`src/rtl/ifu_fetch.sv`:
```
// ifu_fetch: instruction fetch unit for the multicycle RV core.
//
// Owns the architectural PC. For each instruction it issues one read on a
// simplified AXI-lite read channel. It then presents {inst, inst_pc, inst_fault}
// to decode with a valid/ready handshake. After that it waits for the next PC
// commit before fetching again, so only one instruction is ever in flight.
//
// Ports:
//   clk, rst       core clock, synchronous active-high reset
//   next_pc/pc_wen PC commit from the PC-select logic (honoured in WAIT_PC only)
//   araddr/arvalid/arready        read address channel
//   rdata/rresp/rvalid/rready     read data channel (rresp != 0 -> access fault)
//   inst/inst_pc/inst_fault       instruction to decode (fault: 01 access, 10 misaligned)
//   inst_valid/inst_ready         decode handshake
//   curr_pc        architectural PC register
//   fetch_cnt      number of completed bus fetches (wraps)
//
// Every output comes straight from a flop. No input reaches an output
// combinationally.
module ifu_fetch #(
    parameter int                   CPU_WIDTH = 32,
    parameter logic [CPU_WIDTH-1:0] RESET_PC  = 32'h8000_0000,
    parameter logic [31:0]          NOP_INST  = 32'h0000_0013
) (
    input  logic                 clk,
    input  logic                 rst,
    input  logic [CPU_WIDTH-1:0] next_pc,
    input  logic                 pc_wen,
    output logic [CPU_WIDTH-1:0] araddr,
    output logic                 arvalid,
    input  logic                 arready,
    input  logic [31:0]          rdata,
    input  logic [1:0]           rresp,
    input  logic                 rvalid,
    output logic                 rready,
    output logic [31:0]          inst,
    output logic [CPU_WIDTH-1:0] inst_pc,
    output logic [1:0]           inst_fault,
    output logic                 inst_valid,
    input  logic                 inst_ready,
    output logic [CPU_WIDTH-1:0] curr_pc,
    output logic [31:0]          fetch_cnt
);

    typedef enum logic [1:0] {REQ, RESP, OUT, WAIT_PC} state_e;

    localparam logic [1:0] FAULT_NONE   = 2'b00;
    localparam logic [1:0] FAULT_ACCESS = 2'b01;
    localparam logic [1:0] FAULT_ALIGN  = 2'b10;

    state_e                 state_q, state_d;
    logic [CPU_WIDTH-1:0]   curr_pc_q, curr_pc_d;
    logic                   arvalid_q, arvalid_d;
    logic                   rready_q, rready_d;
    logic [31:0]            inst_q, inst_d;
    logic [CPU_WIDTH-1:0]   inst_pc_q, inst_pc_d;
    logic [1:0]             inst_fault_q, inst_fault_d;
    logic                   inst_valid_q, inst_valid_d;
    logic [31:0]            fetch_cnt_q, fetch_cnt_d;

    logic curr_misaligned;
    logic next_misaligned;

    assign curr_misaligned = (curr_pc_q[1:0] != 2'b00);
    assign next_misaligned = (next_pc[1:0] != 2'b00);

    // State register and all output flops.
    // NOTE: non-blocking assignments here so every flop samples pre-edge values.
    always_ff @(posedge clk) begin
        if (rst) begin
            state_q      <= REQ;
            curr_pc_q    <= RESET_PC;
            arvalid_q    <= 1'b0;
            rready_q     <= 1'b0;
            inst_q       <= '0;
            inst_pc_q    <= RESET_PC;
            inst_fault_q <= FAULT_NONE;
            inst_valid_q <= 1'b0;
            fetch_cnt_q  <= '0;
        end else begin
            state_q      <= state_d;
            curr_pc_q    <= curr_pc_d;
            arvalid_q    <= arvalid_d;
            rready_q     <= rready_d;
            inst_q       <= inst_d;
            inst_pc_q    <= inst_pc_d;
            inst_fault_q <= inst_fault_d;
            inst_valid_q <= inst_valid_d;
            fetch_cnt_q  <= fetch_cnt_d;
        end
    end

    // Next-state logic. REQ with arvalid low only happens in the first cycle
    // after reset. That cycle decides between issuing the request and
    // reporting a misaligned reset PC.
    always_comb begin
        // NOTE: default first so no path through the case infers a latch.
        state_d = state_q;
        unique case (state_q)
            REQ: begin
                if (!arvalid_q && curr_misaligned) state_d = OUT;
                else if (arvalid_q && arready)     state_d = RESP;
            end
            RESP:    if (rvalid)     state_d = OUT;
            OUT:     if (inst_ready) state_d = WAIT_PC;
            WAIT_PC: if (pc_wen)     state_d = next_misaligned ? OUT : REQ;
        endcase
    end

    // Next values of the registered outputs. arvalid/rready are set on the
    // transition into REQ/RESP, so they are already high in the first cycle
    // of those states.
    always_comb begin
        curr_pc_d    = curr_pc_q;
        arvalid_d    = arvalid_q;
        rready_d     = rready_q;
        inst_d       = inst_q;
        inst_pc_d    = inst_pc_q;
        inst_fault_d = inst_fault_q;
        inst_valid_d = inst_valid_q;
        fetch_cnt_d  = fetch_cnt_q;
        unique case (state_q)
            REQ: begin
                if (!arvalid_q) begin
                    if (curr_misaligned) begin
                        inst_d       = NOP_INST;
                        inst_pc_d    = curr_pc_q;
                        inst_fault_d = FAULT_ALIGN;
                        inst_valid_d = 1'b1;
                    end else begin
                        arvalid_d = 1'b1;
                    end
                end else if (arready) begin
                    arvalid_d = 1'b0;
                    rready_d  = 1'b1;
                end
            end
            RESP: begin
                if (rvalid) begin
                    rready_d     = 1'b0;
                    inst_d       = (rresp != 2'b00) ? NOP_INST : rdata;
                    inst_pc_d    = curr_pc_q;
                    inst_fault_d = (rresp != 2'b00) ? FAULT_ACCESS : FAULT_NONE;
                    inst_valid_d = 1'b1;
                    fetch_cnt_d  = fetch_cnt_q + 32'd1;
                end
            end
            OUT: begin
                if (inst_ready) inst_valid_d = 1'b0;
            end
            WAIT_PC: begin
                if (pc_wen) begin
                    curr_pc_d = next_pc;
                    if (next_misaligned) begin
                        inst_d       = NOP_INST;
                        inst_pc_d    = next_pc;
                        inst_fault_d = FAULT_ALIGN;
                        inst_valid_d = 1'b1;
                    end else begin
                        arvalid_d = 1'b1;
                    end
                end
            end
        endcase
    end

    assign araddr     = curr_pc_q;
    assign arvalid    = arvalid_q;
    assign rready     = rready_q;
    assign inst       = inst_q;
    assign inst_pc    = inst_pc_q;
    assign inst_fault = inst_fault_q;
    assign inst_valid = inst_valid_q;
    assign curr_pc    = curr_pc_q;
    assign fetch_cnt  = fetch_cnt_q;

endmodule
```
`config.mk`:
```
export PLATFORM = sky130hd
export DESIGN_NAME = ifu_fetch
export DESIGN_NICKNAME = d
export VERILOG_FILES = /design/src/rtl/ifu_fetch.sv
export SDC_FILE = /design/constraint.sdc
export NUM_CORES = 1
export LEC_CHECK = 0
export BUFFER_PORTS_ARGS = -buffer_cell sky130_fd_sc_hd__buf_2
export CORE_ASPECT_RATIO = 1.1
export CORE_MARGIN = 2
export CORE_UTILIZATION = 50
export DETAILED_ROUTE_END_ITERATION = 7
export PLACE_DENSITY_LB_ADDON = 0.3
export SLEW_MARGIN = 20
export SYNTH_ARGS = -nofsm -noshare
export SYNTH_HDL_FRONTEND = slang
export SYNTH_SLANG_ARGS = --single-unit
export TNS_END_PERCENT = 30
```
`constraint.sdc`:
```
create_clock -name clk -period 2.6 [get_ports clk]
set_input_delay 0.52 -clock clk [delete_from_list [all_inputs] [get_ports clk]]
set_output_delay 0.52 -clock clk [all_outputs]
set_load 0.05 [all_outputs]
```
# Yosys cells after proc, flatten, opt, wreduce, memory -nomap -nowiden
# Cells that the tools add are included.
[word_totals] reg_bits=135 output_inout_bits=165 elab_cells=84
[classes] mux=44 n_eq_ne=13 addsub=1 n_reduce_logical=17
[ops] cell="32-bit two-way mux" n=11
[ops] cell="32-bit one-hot mux with 3 select lines" n=2
[ops] cell="32-bit by 1-bit adder with 32-bit output (second input constant)" n=1
[ops] cell="2-bit two-way mux" n=11
[ops] cell="2-bit inequality test (second input constant)" n=9
[ops] cell="1-bit two-way mux" n=15
[ops] cell="6-bit AND reduction" n=2
[ops] cell="2-bit nonzero test" n=5
[ops] cell="2-bit one-hot mux with 4 select lines" n=1
[ops] cell="4-bit AND reduction" n=2
[ops] cell="2-bit one-hot mux with 3 select lines" n=1
[ops] cell="2-bit == test (second input constant)" n=2
[ops] cell="1-bit one-hot mux with 2 select lines" n=2
[ops] cell="1-bit one-hot mux with 4 select lines" n=1
[ops] cell="2-bit AND reduction" n=2
[ops] cell="3-bit inequality test (second input constant)" n=1
[ops] cell="3-bit AND reduction" n=1
[ops] cell="3-bit nonzero test" n=1
[ops] cell="2-bit by 1-bit == test with 1-bit output (second input constant)" n=1
[ops] cell="1-bit logical AND" n=2
[ops] cell="2-bit zero test" n=1
[ops] cell="1-bit zero test" n=1

# Longest topological paths before layout
[depth] depth_word=4 mapped_depth=8 mapped_depth_nobuf=5

# Worst setup path after synthesis
# Ideal clock, no wire load.
[synth_timing] kind="reg2reg" startpoint="register fetch_cnt_q[0] (netlist: fetch_cnt[0])" endpoint="register fetch_cnt_q[30] (netlist: fetch_cnt[30])" path_stages_with_launch=6 setup_time_ns=0.121 t_arrival_ns=2.287 slack_ns=0.192 path_cell_list="dfxtp_1 ha_1 nand4b_1 or4_1 nor4b_1 mux2_2"
[synth_between] elab_chain_len=1
[synth_rtl] item="start, declared" line_no="59" source="logic [31:0] fetch_cnt_q, fetch_cnt_d;"
[synth_rtl] item="start signal, assigned" line_no="89" source="fetch_cnt_q <= fetch_cnt_d;"
[synth_rtl] item="32-bit by 1-bit adder with 32-bit output" line_no="145" source="fetch_cnt_d = fetch_cnt_q + 32'd1;"
# No other way between the ends.
# A chain may end at the register's enable or synchronous reset.

# Final worst setup path
[layout_timing] startpoint="register fetch_cnt_q[14] (netlist: fetch_cnt[14])" endpoint="register fetch_cnt_q[30] (netlist: fetch_cnt[30])"
# Same word-level chain as after synthesis.

==> flow_summary.toml <==
[run_status]
run_status = "finished clean"

[timing]
setup_violations = 0
fin_worst_skew_ns = 0.00712
worst-slew-pin-transition_ns = 0.565
fin_setup_tns_ns = 0
fmax_ghz = 0.456
rsz0062_at_grt = "false"
hold_violations = 0
fin_crit_sh = 0.844
period_needed_ns = 2.19
timing.final.max_slew_violations = 0
relative_max_transition_margin = 0.623
setup_ws_ns = 0.405

[routing]
viasPerCell = 5.21
detail_route.wirelength_um = 15300
drt_drc_violations_left = 0
routedWlPerCell_um = 14.3
postRouteAntennaNets = 0
via_count_of_the_routed_design = 5590
dr.first_iter.drc_count = 371
drt_first_pass_iters = 4

[clocking]
htree_levels = 4
clock_latency_ns = 0.41
tritoncts = "done"
clock_tree.root_cell = "clkbuf_16"
post_cts_resize_count = 0
clkTransAtPathRegs_ns = 0.06
max_clock_buf_depth = 2
post-cts-setup-buffer-count = 0
tritoncts.num_buffers = 17
clock-sinks = 135
cts.hold.buffers_added = 0

[worst_setup_path]
setup.worst_path.end_class = "flip-flop"
slack_of_the_worst_reg_to_reg_path_ns = 0.41
worstReg2RegStart = "fetch_cnt[14]"
crit_arrival_ns = 2.49
worst_setup_path_startpoint = "fetch_cnt[14]"
critical_path.reg2reg.endpoint = "fetch_cnt[30]"
crit_required_ns = 2.90
r2r.worst_path.cells = 4
worstSetupPathType = "flip-flop to flip-flop"
critical_path.endpoint = "fetch_cnt[30]"
worstSetupStartpointType = "flip-flop"
crit_fanout = 20

[yosys]
synth_edf_count = 0
number_of_standard_cells_after_synthesis = 720
ys.flop_type = "dfxtp_1"
synth.yosys.warnings = 0
syn_area_mm2 = 0.00634
syn-mean-instance-area_um2 = 8.81
synth.cells.most_frequent = "nand2_1 (140), dfxtp_1 (135), mux2i_1 (63)"
most_frequently_used_cell_type_in_the_post_synthesis_netlist = "nand2_1"
asyncSetResetFlopFracSynth = 0
seq_area_frac_synth = 0.426
syn_nets = 793
synth_top_area_frac = 0.426
postSynthRegisterBits = 135
synth.area.top_cells = "dfxtp_1 (43%), mux2i_1 (9.9%), nand2_1 (8.3%)"
post-synth-top-area-cell = "dfxtp_1"
yosys.cell_types.count = 44

[worst_hold_path]
hold_path_class = "input port to flip-flop"
source_of_the_worst_hold_timing_path = "next_pc[31]"

[pwr]
power_per_unit_of_standard_cell_area_mw_per_mm2 = 739
power.leakage_nw = 3.80
power_mw = 5.87
worst_ir_drop_vdd_v = 0.000398

[final_layout]
num-nets-final = 975
drive_gt1_frac = 0.353
fin_util = 0.636
final-instance-count-excl-fill = 1072
area_delta_synth_final_pct = 25.3

[floorplanning]
core-area_mm2 = 0.0125
die_width_um = 111
start_util = 0.508
die-height_um = 122
die_area_mm2 = 0.0136
io_pins = 237
row_count = 43

[grt]
maximum_number_of_pins_on_one_net_before_global_route_repair = 148
globalRouteTotalUtil = 0.220
via_count_of_the_first_global_routing_pass = 4987
total_congestion_overflow = 0
antenna_found_initial = 1
wire_length_of_the_first_global_routing_pass_um = 24300

[placement]
buffer_ports.inserted = 236
number_of_instances_in_the_placed_design = 1040
preCtsSetupSlack_ns = 0.297
hpwlAfterDp_um = 10400
finalWeightedCongestion = 0.773

[job]
timing.max_cap.violations = 0
==> where the power goes <==
part           switching, mW  internal [mW]
Clock                  0.854           1.27
Sequential            0.0735           2.17
Combinational          0.967          0.531
==> registers in the layout, indices dropped and copies added (netlist names) <==
register	count
state_q	2
fetch_cnt	32
inst_pc	32
inst_valid	1
araddr	32
inst_fault	2
inst	32
arvalid	1
rready	1
==> final cells by class <==
type                       count  area, µm²
fill                        1102       4540
multi-input combinational    490       3160
sequential                   135       2700
timing repair buffer         248       1320
clock buffer                  21        470
tap                          157        196
clock inverter                10       55.1
inverter                      10       37.5
antenna                        1       2.50
==> cell usage in the layout, fill, tap and decap left out, types with 17 or more instances in the layout <==
master,netlist,routed
nand3b_1,31,31
nand2_1,140,140
clkbuf_16,0,17
mux2i_1,63,63
buf_2,10,235
dfxtp_1,135,135
a21oi_1,56,56
nor2_1,19,19
mux2_2,35,35
nand2b_1,33,33
==> metrics by stage <==
step | cell area, µm² | hold WS, ns
finish | 7940 | 0.346
global route | 7940 | 0.334
CTS | 7940 | 0.327
detailed placement | 7420 | 0.451
global placement | 7420 | 0.442
floorplan | 6340 | 0.601
==> layer usage <==
layer / routed length (µm) / part of all wire / track usage
met1: 6870 / 0.45 / 0.280
met2: 7150 / 0.47 / 0.349
met3: 1100 / 0.072 / 0.0776
met4: 215 / 0.014 / 0.0756
met5: 0 / 0 / 0
==> worst min path at each step <==
stage                   to  slack (ns)  cells after the start
5_1_grt         araddr[31]        0.33                      3
4_1_cts         araddr[31]        0.33                      3
3_5_place_dp   inst_pc[25]        0.45                      2
2_1_floorplan       rready        0.60                      3
6_report        araddr[31]        0.35                      3
3_3_place_gp   inst_pc[26]        0.44                      2
==> kinds of logic after synthesis <==
logic type                 synth area share
and+or+nand+nor                       0.236
muxes                                 0.162
xor gates and xnor gates             0.0111
buffers and inverters                0.0784
DFF                                   0.426
AOI/OAI and AO/OA                    0.0849
adders and majority gates           0.00197
==> critical path, stage by stage (launching register included) <==
cell	delay, ns
dfxtp_1	0.42
nand4_1	0.23
or4_4	0.66
nor4b_1	0.41
mux2_2	0.37
(Power assumes the default switching activity.)
